==> src/rtl/axi4lite_regbank.sv <==
// AXI4-Lite slave register bank: six RW control registers, one sampled status
// register and one constant ID register; read and write channels run independently.
module axi4lite_regbank #(
    parameter int unsigned           ADDR_WIDTH = 32,
    parameter int unsigned           DATA_WIDTH = 32,
    parameter logic [DATA_WIDTH-1:0] ID_VALUE   = 32'h534F_4301
) (
    input  logic                      clk,
    input  logic                      rst_n,
    input  logic                      awvalid,
    output logic                      awready,
    input  logic [ADDR_WIDTH-1:0]     awaddr,
    input  logic [2:0]                awprot,
    input  logic                      wvalid,
    output logic                      wready,
    input  logic [DATA_WIDTH-1:0]     wdata,
    input  logic [DATA_WIDTH/8-1:0]   wstrb,
    output logic                      bvalid,
    input  logic                      bready,
    output logic [1:0]                bresp,
    input  logic                      arvalid,
    output logic                      arready,
    input  logic [ADDR_WIDTH-1:0]     araddr,
    input  logic [2:0]                arprot,
    output logic                      rvalid,
    input  logic                      rready,
    output logic [DATA_WIDTH-1:0]     rdata,
    output logic [1:0]                rresp,
    output logic                      rlast,
    input  logic [DATA_WIDTH-1:0]     status_i,
    output logic [6*DATA_WIDTH-1:0]   ctrl_o
);

    typedef enum logic [1:0] {
        RESP_OKAY   = 2'b00,
        RESP_SLVERR = 2'b10,
        RESP_DECERR = 2'b11
    } resp_e;

    localparam int unsigned NUM_RW = 6;
    localparam int unsigned NUM_BYTES = DATA_WIDTH / 8;

    logic [DATA_WIDTH-1:0] r_regs [NUM_RW];
    logic                  r_aw_held;
    logic [2:0]            r_aw_idx;
    logic                  r_aw_oor;
    logic                  r_w_held;
    logic [DATA_WIDTH-1:0] r_wdata;
    logic [NUM_BYTES-1:0]  r_wstrb;
    logic                  r_bvalid;
    resp_e                 r_bresp;
    logic                  r_rvalid;
    logic [DATA_WIDTH-1:0] r_rdata;
    resp_e                 r_rresp;

    logic                  w_awready;
    logic                  w_wready;
    logic                  w_arready;
    logic                  w_aw_hs;
    logic                  w_w_hs;
    logic                  w_ar_hs;
    logic                  w_commit;
    logic [2:0]            w_wr_idx;
    logic                  w_wr_oor;
    logic [DATA_WIDTH-1:0] w_wr_data;
    logic [NUM_BYTES-1:0]  w_wr_strb;
    resp_e                 w_wr_resp;
    logic [2:0]            w_rd_idx;
    logic                  w_rd_oor;
    logic [DATA_WIDTH-1:0] w_rd_data;
    resp_e                 w_rd_resp;
    logic                  w_unused;

    // Readies are forced low while reset is asserted, not just after it.
    assign w_awready = rst_n && !r_aw_held && !r_bvalid;
    assign w_wready  = rst_n && !r_w_held && !r_bvalid;
    assign w_arready = rst_n && !r_rvalid;

    assign w_aw_hs  = awvalid && w_awready;
    assign w_w_hs   = wvalid && w_wready;
    assign w_ar_hs  = arvalid && w_arready;
    assign w_commit = !r_bvalid && (r_aw_held || w_aw_hs) && (r_w_held || w_w_hs);

    // A channel handshaking in the commit cycle is used directly, bypassing its hold flop.
    assign w_wr_idx  = r_aw_held ? r_aw_idx : awaddr[4:2];
    assign w_wr_oor  = r_aw_held ? r_aw_oor : (awaddr[ADDR_WIDTH-1:5] != '0);
    assign w_wr_data = r_w_held ? r_wdata : wdata;
    assign w_wr_strb = r_w_held ? r_wstrb : wstrb;

    assign w_rd_idx = araddr[4:2];
    assign w_rd_oor = (araddr[ADDR_WIDTH-1:5] != '0);

    assign w_unused = ^{awprot, arprot, awaddr[1:0], araddr[1:0]};

    always_comb begin
        w_wr_resp = RESP_OKAY;
        if (w_wr_oor) begin
            w_wr_resp = RESP_DECERR;
        end else if (w_wr_idx >= 3'(NUM_RW)) begin
            w_wr_resp = RESP_SLVERR;
        end
    end

    always_comb begin
        w_rd_data = '0;
        w_rd_resp = RESP_OKAY;
        if (w_rd_oor) begin
            w_rd_resp = RESP_DECERR;
        end else if (w_rd_idx == 3'd6) begin
            w_rd_data = status_i;
        end else if (w_rd_idx == 3'd7) begin
            w_rd_data = ID_VALUE;
        end else begin
            for (int unsigned i = 0; i < NUM_RW; i++) begin
                if (w_rd_idx == 3'(i)) begin
                    w_rd_data = r_regs[i];
                end
            end
        end
    end

    always_ff @(posedge clk) begin
        if (!rst_n) begin
            for (int unsigned i = 0; i < NUM_RW; i++) begin
                r_regs[i] <= '0;
            end
            r_aw_held <= 1'b0;
            r_aw_idx  <= '0;
            r_aw_oor  <= 1'b0;
            r_w_held  <= 1'b0;
            r_wdata   <= '0;
            r_wstrb   <= '0;
            r_bvalid  <= 1'b0;
            r_bresp   <= RESP_OKAY;
            r_rvalid  <= 1'b0;
            r_rdata   <= '0;
            r_rresp   <= RESP_OKAY;
        end else begin
            if (w_aw_hs) begin
                r_aw_held <= 1'b1;
                r_aw_idx  <= awaddr[4:2];
                r_aw_oor  <= (awaddr[ADDR_WIDTH-1:5] != '0);
            end
            if (w_w_hs) begin
                r_w_held <= 1'b1;
                r_wdata  <= wdata;
                r_wstrb  <= wstrb;
            end
            if (r_bvalid && bready) begin
                r_bvalid <= 1'b0;
            end
            if (w_commit) begin
                r_aw_held <= 1'b0;
                r_w_held  <= 1'b0;
                r_bvalid  <= 1'b1;
                r_bresp   <= w_wr_resp;
                if (w_wr_resp == RESP_OKAY) begin
                    for (int unsigned i = 0; i < NUM_RW; i++) begin
                        for (int unsigned b = 0; b < NUM_BYTES; b++) begin
                            if (w_wr_idx == 3'(i) && w_wr_strb[b]) begin
                                r_regs[i][8*b +: 8] <= w_wr_data[8*b +: 8];
                            end
                        end
                    end
                end
            end

            if (r_rvalid && rready) begin
                r_rvalid <= 1'b0;
            end
            if (w_ar_hs) begin
                r_rvalid <= 1'b1;
                r_rdata  <= w_rd_data;
                r_rresp  <= w_rd_resp;
            end
        end
    end

    always_comb begin
        ctrl_o = '0;
        for (int unsigned i = 0; i < NUM_RW; i++) begin
            ctrl_o[DATA_WIDTH*i +: DATA_WIDTH] = r_regs[i];
        end
    end

    assign awready = w_awready;
    assign wready  = w_wready;
    assign arready = w_arready;
    assign bvalid  = r_bvalid;
    assign bresp   = r_bresp;
    assign rvalid  = r_rvalid;
    assign rdata   = r_rdata;
    assign rresp   = r_rresp;
    assign rlast   = 1'b1;

endmodule

==> config.mk <==
export PLATFORM = sky130hd
export DESIGN_NAME = axi4lite_regbank
export DESIGN_NICKNAME = d
export VERILOG_FILES = /design/src/rtl/axi4lite_regbank.sv
export SDC_FILE = /design/constraint.sdc
export NUM_CORES = 1
export LEC_CHECK = 0
export CAP_MARGIN = 20
export CORE_MARGIN = 2
export CORE_UTILIZATION = 45
export CTS_CLUSTER_DIAMETER = 100
export DETAILED_ROUTE_END_ITERATION = 12
export HOLD_SLACK_MARGIN = 0.06
export PLACE_DENSITY = 0.76
export SYNTH_ARGS = -nofsm -noshare
export SYNTH_HDL_FRONTEND = slang
export SYNTH_SLANG_ARGS = --single-unit
==> constraint.sdc <==
create_clock -name clk -period 4.3 [get_ports clk]
set_input_delay 0.645 -clock clk [delete_from_list [all_inputs] [get_ports clk]]
set_output_delay 0.645 -clock clk [all_outputs]
set_load 0.05 [all_outputs]
==> impl_metrics.tcl, run 1 <==
set metrics [dict create \
    cts-root-buf "clkbuf_16" \
    ys_async_sr_fraction_pct 0 \
    ir_drop_uv 265 \
    netlist.area_leader.share_pct 44.1 \
    dieArea_sq_mm 0.0305 \
    layout-drive-gt1-share_pct 14.0 \
    grt_usage_pct 28.2 \
    multiInputGateArea_sq_mm 0.00527 \
    coreArea_sq_mm 0.0287 \
    nFillCells 2265 \
    placedCellCount 1895 \
    endpoint_kind "register" \
    synth_ff_type "edfxtp_1" \
    grt_start_max_net_pins 76 \
    power_leakage_uw 0.00602 \
    via_per_inst 5.83 \
    die_h_um 175 \
    antenna_found_initial 0 \
    rsz0062_at_grt "no" \
    whs_ns 0.407 \
    hp-class "input pin to register" \
    wl_per_cell_um 22.7 \
    synth_seq_cells 271 \
    ys_seq_area_share_pct 56.2 \
    ctsResizeCount 0 \
    p_switching_uw 1870 \
    r2r_setup_slack_ns 1.27 \
    final-setup-viol-count 0 \
    final_cells 1952 \
    clk_pin_slew_worst_paths_ns 0.06 \
    place_ws_ns 0.718 \
    grt_pass1_vias 10900 \
    synth_area_sq_mm 0.0131 \
    synth_top_area_cell "edfxtp_1" \
    grt_overflow_total 0 \
    arrival_ns 3.29 \
    crit_path_cell_trace "clkdlybuf4s50_1 > nor4_1 > nand4_1 > o41a_2 > buf_12 > o21ai_1 > buf_4" \
    yosysUniqueCellTypes 50 \
    combPwrFrac_pct 16.4 \
    port_buffers 367 \
    final_nets 1689 \
    cts_tree "done" \
    slowest_stage "o41a_2" \
    dpl_cell_area_sq_mm 0.0172 \
    sw_frac_of_total_pct 27.4 \
    die_x_um 175 \
    crit_required_ns 4.55 \
    cts_buffer_depth 3 \
    setup_ws_ns 1.27 \
    critPathTopFamily "compound AO/OA/AOI/OAI gates" \
    final-seq-area_sq_mm 0.00735 \
    outcome "complete, no violations" \
    clkLatencyLatePin_ns 0.55 \
    critPathMaxFanout 75 \
    crit_path_start_kind "input pin" \
    drt_iter0_drc 1226 \
    yosysWarnings 0 \
    crit_path_max_incr_delay_ns 0.78 \
    finalSetupTns_ns 0 \
    internal-power_uw 4940 \
    synth_area_leaders "edfxtp_1 44%, dfxtp_1 12%, nor3_1 7.9%" \
    syn_nets 1343 \
    rows 62 \
    areaGrowthSynthToFinish_pct 39.7 \
    htree_num_levels 1 \
    synth.avg_cell_area_sq_um 10.9 \
    worst-slew-pin-transition_ns 0.924 \
    drv_cap 0 \
    seq_power_share_pct 43.4 \
    clkPwrFrac_pct 40.2 \
    routabilityCongestion 0.931 \
    postCtsSetupBuffers 0 \
    synth-edff-count 192 \
    io_pins 379 \
    grt_pass1_wl_um 66300 \
    drv_slew 0 \
    max-slew-margin-rel_pct 38.4 \
    path_class "input pin to register" \
    crit_buf_inv 3 \
    max_freq_ghz 0.330 \
    period_needed_ns 3.03 \
    num_vias 11400 \
    place.detailed.hpwl_um 32600 \
    numCtsBuffers 30 \
    clock-sinks 271 \
    cts_hold_buf 0 \
    period_share_pct 70.6 \
    postSynthCellCount 1198 \
    fin_skew_ns 0.0161 \
    antenna_left 0 \
    drtPass1Iterations 5 \
    drc 0 \
    design_area_sq_mm 0.0183 \
    finalHoldViolCount 0 \
    diodes 0 \
    start_util_pct 45.6 \
    p_per_area_mw_per_mm2 372 \
    routed_wl_um 44300 \
]
==> per-stage QoR <==
step                      util [%]  total power (uW)
final                         63.7              6800
after global routing          63.7              6990
after CTS                     63.6              6820
after detailed placement      59.9              4110
after global placement        59.9              4100
after floorplan                  -              3650
==> power by group through the flow <==
| stage | Sequential (uW) | Clock (uW) | Combinational [uW] |
|---|---|---|---|
| floorplan | 3220 | 0 | 428 |
| global placement | 3000 | 0 | 1090 |
| detailed placement | 3010 | 0 | 1110 |
| CTS | 2950 | 2750 | 1110 |
| global route | 2960 | 2850 | 1170 |
| finish | 2950 | 2730 | 1120 |
==> kinds of logic (layout without fill, tap and decap cells) <==
family / after synthesis / count (layout) / share of synthesized area, %
compound gates: 240 / 240 / 12.8
simple gates: 484 / 484 / 19.4
other cells: 1 / 1 / 0.0287
flops: 271 / 271 / 56.2
buf+inv: 110 / 480 / 3.67
mux: 92 / 92 / 7.87
==> cell usage in the layout (no fill, tap or decap), types with 33 or more instances in the layout <==
cell type / n
nor2b_1: 33
mux2_2: 74
a21boi_0: 37
nand2_1: 137
o21ai_0: 60
dfxtp_1: 78
nor3_1: 207
clkdlybuf4s50_1: 363
edfxtp_1: 192
buf_4: 53
==> flip-flops by register name, summed over array words and instances, names as in the netlist, 2 cells and up <==
register  count
r_wdata      32
rdata        32
r_wstrb       4
r_regs      192
r_aw_idx      3
bresp         2
==> synthesized netlist by cell type (all sizes together), types with 2 or more instances <==
| library cell | instances |
|---|---|
| clkbuf | 60 |
| nor2b | 34 |
| nand3 | 24 |
| dfxtp | 79 |
| nor4 | 13 |
| nor3b | 2 |
| and2 | 5 |
| mux2 | 74 |
| or3 | 16 |
| a22o | 13 |
| buf | 46 |
| o22ai | 7 |
| mux2i | 17 |
| nor4b | 2 |
| o221ai | 13 |
| edfxtp | 192 |
| a32o | 13 |
| o211a | 3 |
| nand4 | 19 |
| o32ai | 2 |
| o21ai | 67 |
| nand2 | 137 |
| a21boi | 37 |
| nand2b | 9 |
| a21oi | 20 |
| a22oi | 26 |
| nor2 | 6 |
| and3 | 2 |
| and4 | 2 |
| inv | 3 |
| nor3 | 212 |
| o2bb2ai | 4 |
| o211ai | 32 |
==> area by class of cell <==
cell class	count	area share (%)
sequential	271	40.2
multi-input combinational	817	28.8
timing repair buffer	420	22.4
clock buffer	34	4.42
tap	384	2.63
clock inverter	22	1.41
inverter	4	0.0822
==> worst paths after layout <==
| path | cells after the start | start | endpoint |
|---|---|---|---|
| worst max-delay path | 7 | awaddr[12] | r_regs[3][25] |
| worst min-delay path | 2 | rst_n | bvalid |
| worst max register to register | 6 | r_w_held | r_regs[3][25] |
| worst min register to register | 2 | r_wdata[22] | r_wdata[22] |
==> routing by layer <==
metal | wire length, um | vias to the layer above | share of wire, % | GRT usage [%]
met2 | 20700 | 590 | 47 | 45.9
met3 | 4120 | 73 | 9.3 | 5.95
met4 | 1260 | 0 | 2.8 | 7.67
met1 | 18200 | 5460 | 41 | 38.4
li1 | - | 5254 | - | -
met5 | 0 | - | 0 | 0
No activity file was read; power rests on OpenSTA's default activity.
==> inputs of run 2 (changes only) <==
CORE_UTILIZATION = 44   (was 45)
PLACE_DENSITY = 0.78   (was 0.76)
clock period = 2.6 ns   (was 4.3 ns; I/O delays follow)
==> run 2 against run 1 <==
Die area is 2.2% higher. Design area is 2.6% higher. Sequential cell count stayed put. Via count is 3.2% higher. Clock-buffer cell count is 2 higher. Non-clock buffer count is 62 higher. Core utilization is 0.097 points lower. Sequential power is 65% higher. Wire length is 4.8% higher. First-iteration DRC count is 3.0% lower. Largest power group unchanged.
==> impl_metrics.tcl, run 2 (same netlist as run 1, synthesis figures left out) <==
set metrics [dict create \
    io_pins 379 \
    seq_power_share_pct 43.8 \
    final-seq-area_sq_mm 0.00735 \
    whs_ns 0.421 \
    rr_worst_depth 6 \
    final_core_util_pct 63.6 \
    die_h_um 176 \
    crit_path_max_incr_delay_ns 0.88 \
    ir_drop_uv 498 \
    postCtsSetupBuffers 0 \
    routabilityCongestion 0.951 \
    grt_overflow_total 0 \
    routed_wl_um 46500 \
    layout-drive-gt1-share_pct 17.2 \
    final_cell_mix "360 x clkdlybuf4s50_1, 207 x nor3_1, 192 x edfxtp_1, 137 x nand2_1, 114 x buf_4" \
    endpoint_kind "primary output" \
    max_flop_register "r_regs" \
    power_leakage_uw 0.00630 \
    grt_usage_pct 28.9 \
    critPathMaxFanout 8 \
    sw_frac_of_total_pct 27.6 \
    crit_path_cell_trace "clkdlybuf4s50_1" \
    numCtsBuffers 30 \
    critPathTopFamily "buffers and inverters" \
    via_per_inst 5.81 \
    slowest_stage "clkdlybuf4s50_1" \
    hp-class "input pin to register" \
    cts_buffer_depth 3 \
    ctsResizeCount 0 \
    clk_pin_slew_worst_paths_ns 0.06 \
    areaGrowthSynthToFinish_pct 43.2 \
    min_to "r_wdata[14]" \
    r2r_setup_slack_ns 0.26 \
    antenna_found_initial 1 \
    clkLatencyLatePin_ns 0.55 \
    internal-power_uw 8070 \
    p_switching_uw 3070 \
    fin_skew_ns 0.0113 \
    grt_pass1_wl_um 68500 \
    final-setup-viol-count 0 \
    r2r-end "r_regs[0][28]" \
    path_class "register to primary output" \
    wl_per_cell_um 23.0 \
    drtPass1Iterations 6 \
    max_freq_ghz 0.425 \
    dpl_cell_area_sq_mm 0.0177 \
    design_area_sq_mm 0.0187 \
    drv_cap 0 \
    finalHoldViolCount 0 \
    antenna_left 0 \
    crit_buf_inv 1 \
    htree_num_levels 1 \
    worst-slew-pin-transition_ns 0.724 \
    start_util_pct 44.4 \
    diodes 0 \
    drv_slew 0 \
    arrival_ns 1.96 \
    largest_register_ffs 192 \
    die_x_um 176 \
    rows 63 \
    worstHoldPathCells 3 \
    dieArea_sq_mm 0.0311 \
    min-delay-start "wdata[14]" \
    clkPwrFrac_pct 38.8 \
    final_nets 1751 \
    nFillCells 2339 \
    crit_path_start_kind "register" \
    crit_required_ns 2.21 \
    place.detailed.hpwl_um 34700 \
    period_needed_ns 2.35 \
    outcome "complete, no violations" \
    grt_pass1_vias 11500 \
    max-slew-margin-rel_pct 51.8 \
    port_buffers 367 \
    period_share_pct 90.5 \
    multiInputGateArea_sq_mm 0.00528 \
    clock-sinks 271 \
    drt_iter0_drc 1189 \
    coreArea_sq_mm 0.0295 \
    grt_start_max_net_pins 103 \
    p_per_area_mw_per_mm2 595 \
    combPwrFrac_pct 17.5 \
    layout_commonest_cell "clkdlybuf4s50_1" \
    cts-root-buf "clkbuf_16" \
    cts_tree "done" \
    num_vias 11700 \
    cts_hold_buf 0 \
    rsz0062_at_grt "no" \
    drc 0 \
    r2r-start "r_aw_held" \
]
## run 2: cell types whose count changed in the layout (fill, tap and decap cells not counted), sizes merged
cell,before,now
clkbuf,34,36
inv,3,4
buf,57,122
clkinv,12,11
clkdlybuf4s50,363,360
clkinvlp,6,5
bufinv,5,4
## run 2: power groups by stage
stage	combinational (uW)	clock, uW	sequential (uW)
after global placement	1900	0	4960
after detailed placement	1930	0	4970
after CTS	1940	4360	4870
after floorplan	710	0	5320
final	1950	4320	4880
after global routing	2050	4500	4890
## run 2: stage by stage
step / worst slack, ns / std cells / power [uW] / setup TNS, ns
CTS: 0.229 / 2020 / 11200 / 0
detailed placement: -0.219 / 1964 / 6890 / -19.23
finish: 0.246 / 2020 / 11100 / 0
floorplan: 0.00980 / 1198 / 6030 / 0
global route: 0.127 / 2020 / 11400 / 0
global placement: -0.146 / 1963 / 6860 / -12.87
## run 2: cell type report
type | instances | share of cell area, %
Sequential cell | 271 | 39.2
Timing Repair Buffer | 482 | 24.6
Clock buffer | 36 | 4.24
Inverter | 4 | 0.0801
Clock inverter | 20 | 1.13
Multi-Input combinational cell | 817 | 28.2
Tap cell | 390 | 2.60
## run 2: worst max-delay path by stage
stage	from	end	slack, ns	depth (start not counted)
floorplan	awaddr[9]	r_regs[0][16]	0.01	6
global placement	awaddr[5]	r_regs[0][30]	-0.15	7
detailed placement	awaddr[5]	r_regs[5][20]	-0.22	7
CTS	bvalid	bvalid	0.23	1
global route	r_aw_held	r_regs[0][28]	0.13	6
finish	bvalid	bvalid	0.25	1
## run 2: layer usage
metal	track usage (%)	share of wire (%)	wire length, um	up-vias
met5	0	0.039	18	-
met4	9.33	3.2	1500	2
met3	6.09	10	4680	90
met2	47.6	47	21700	711
met1	38.3	40	18500	5573
li1	-	-	-	5362
==> inputs of run 3 (changes only) <==
HOLD_SLACK_MARGIN = default   (was 0.06)
==> results of run 3 <==
The final DEF is identical to that of run 2; final timing and power are the same.
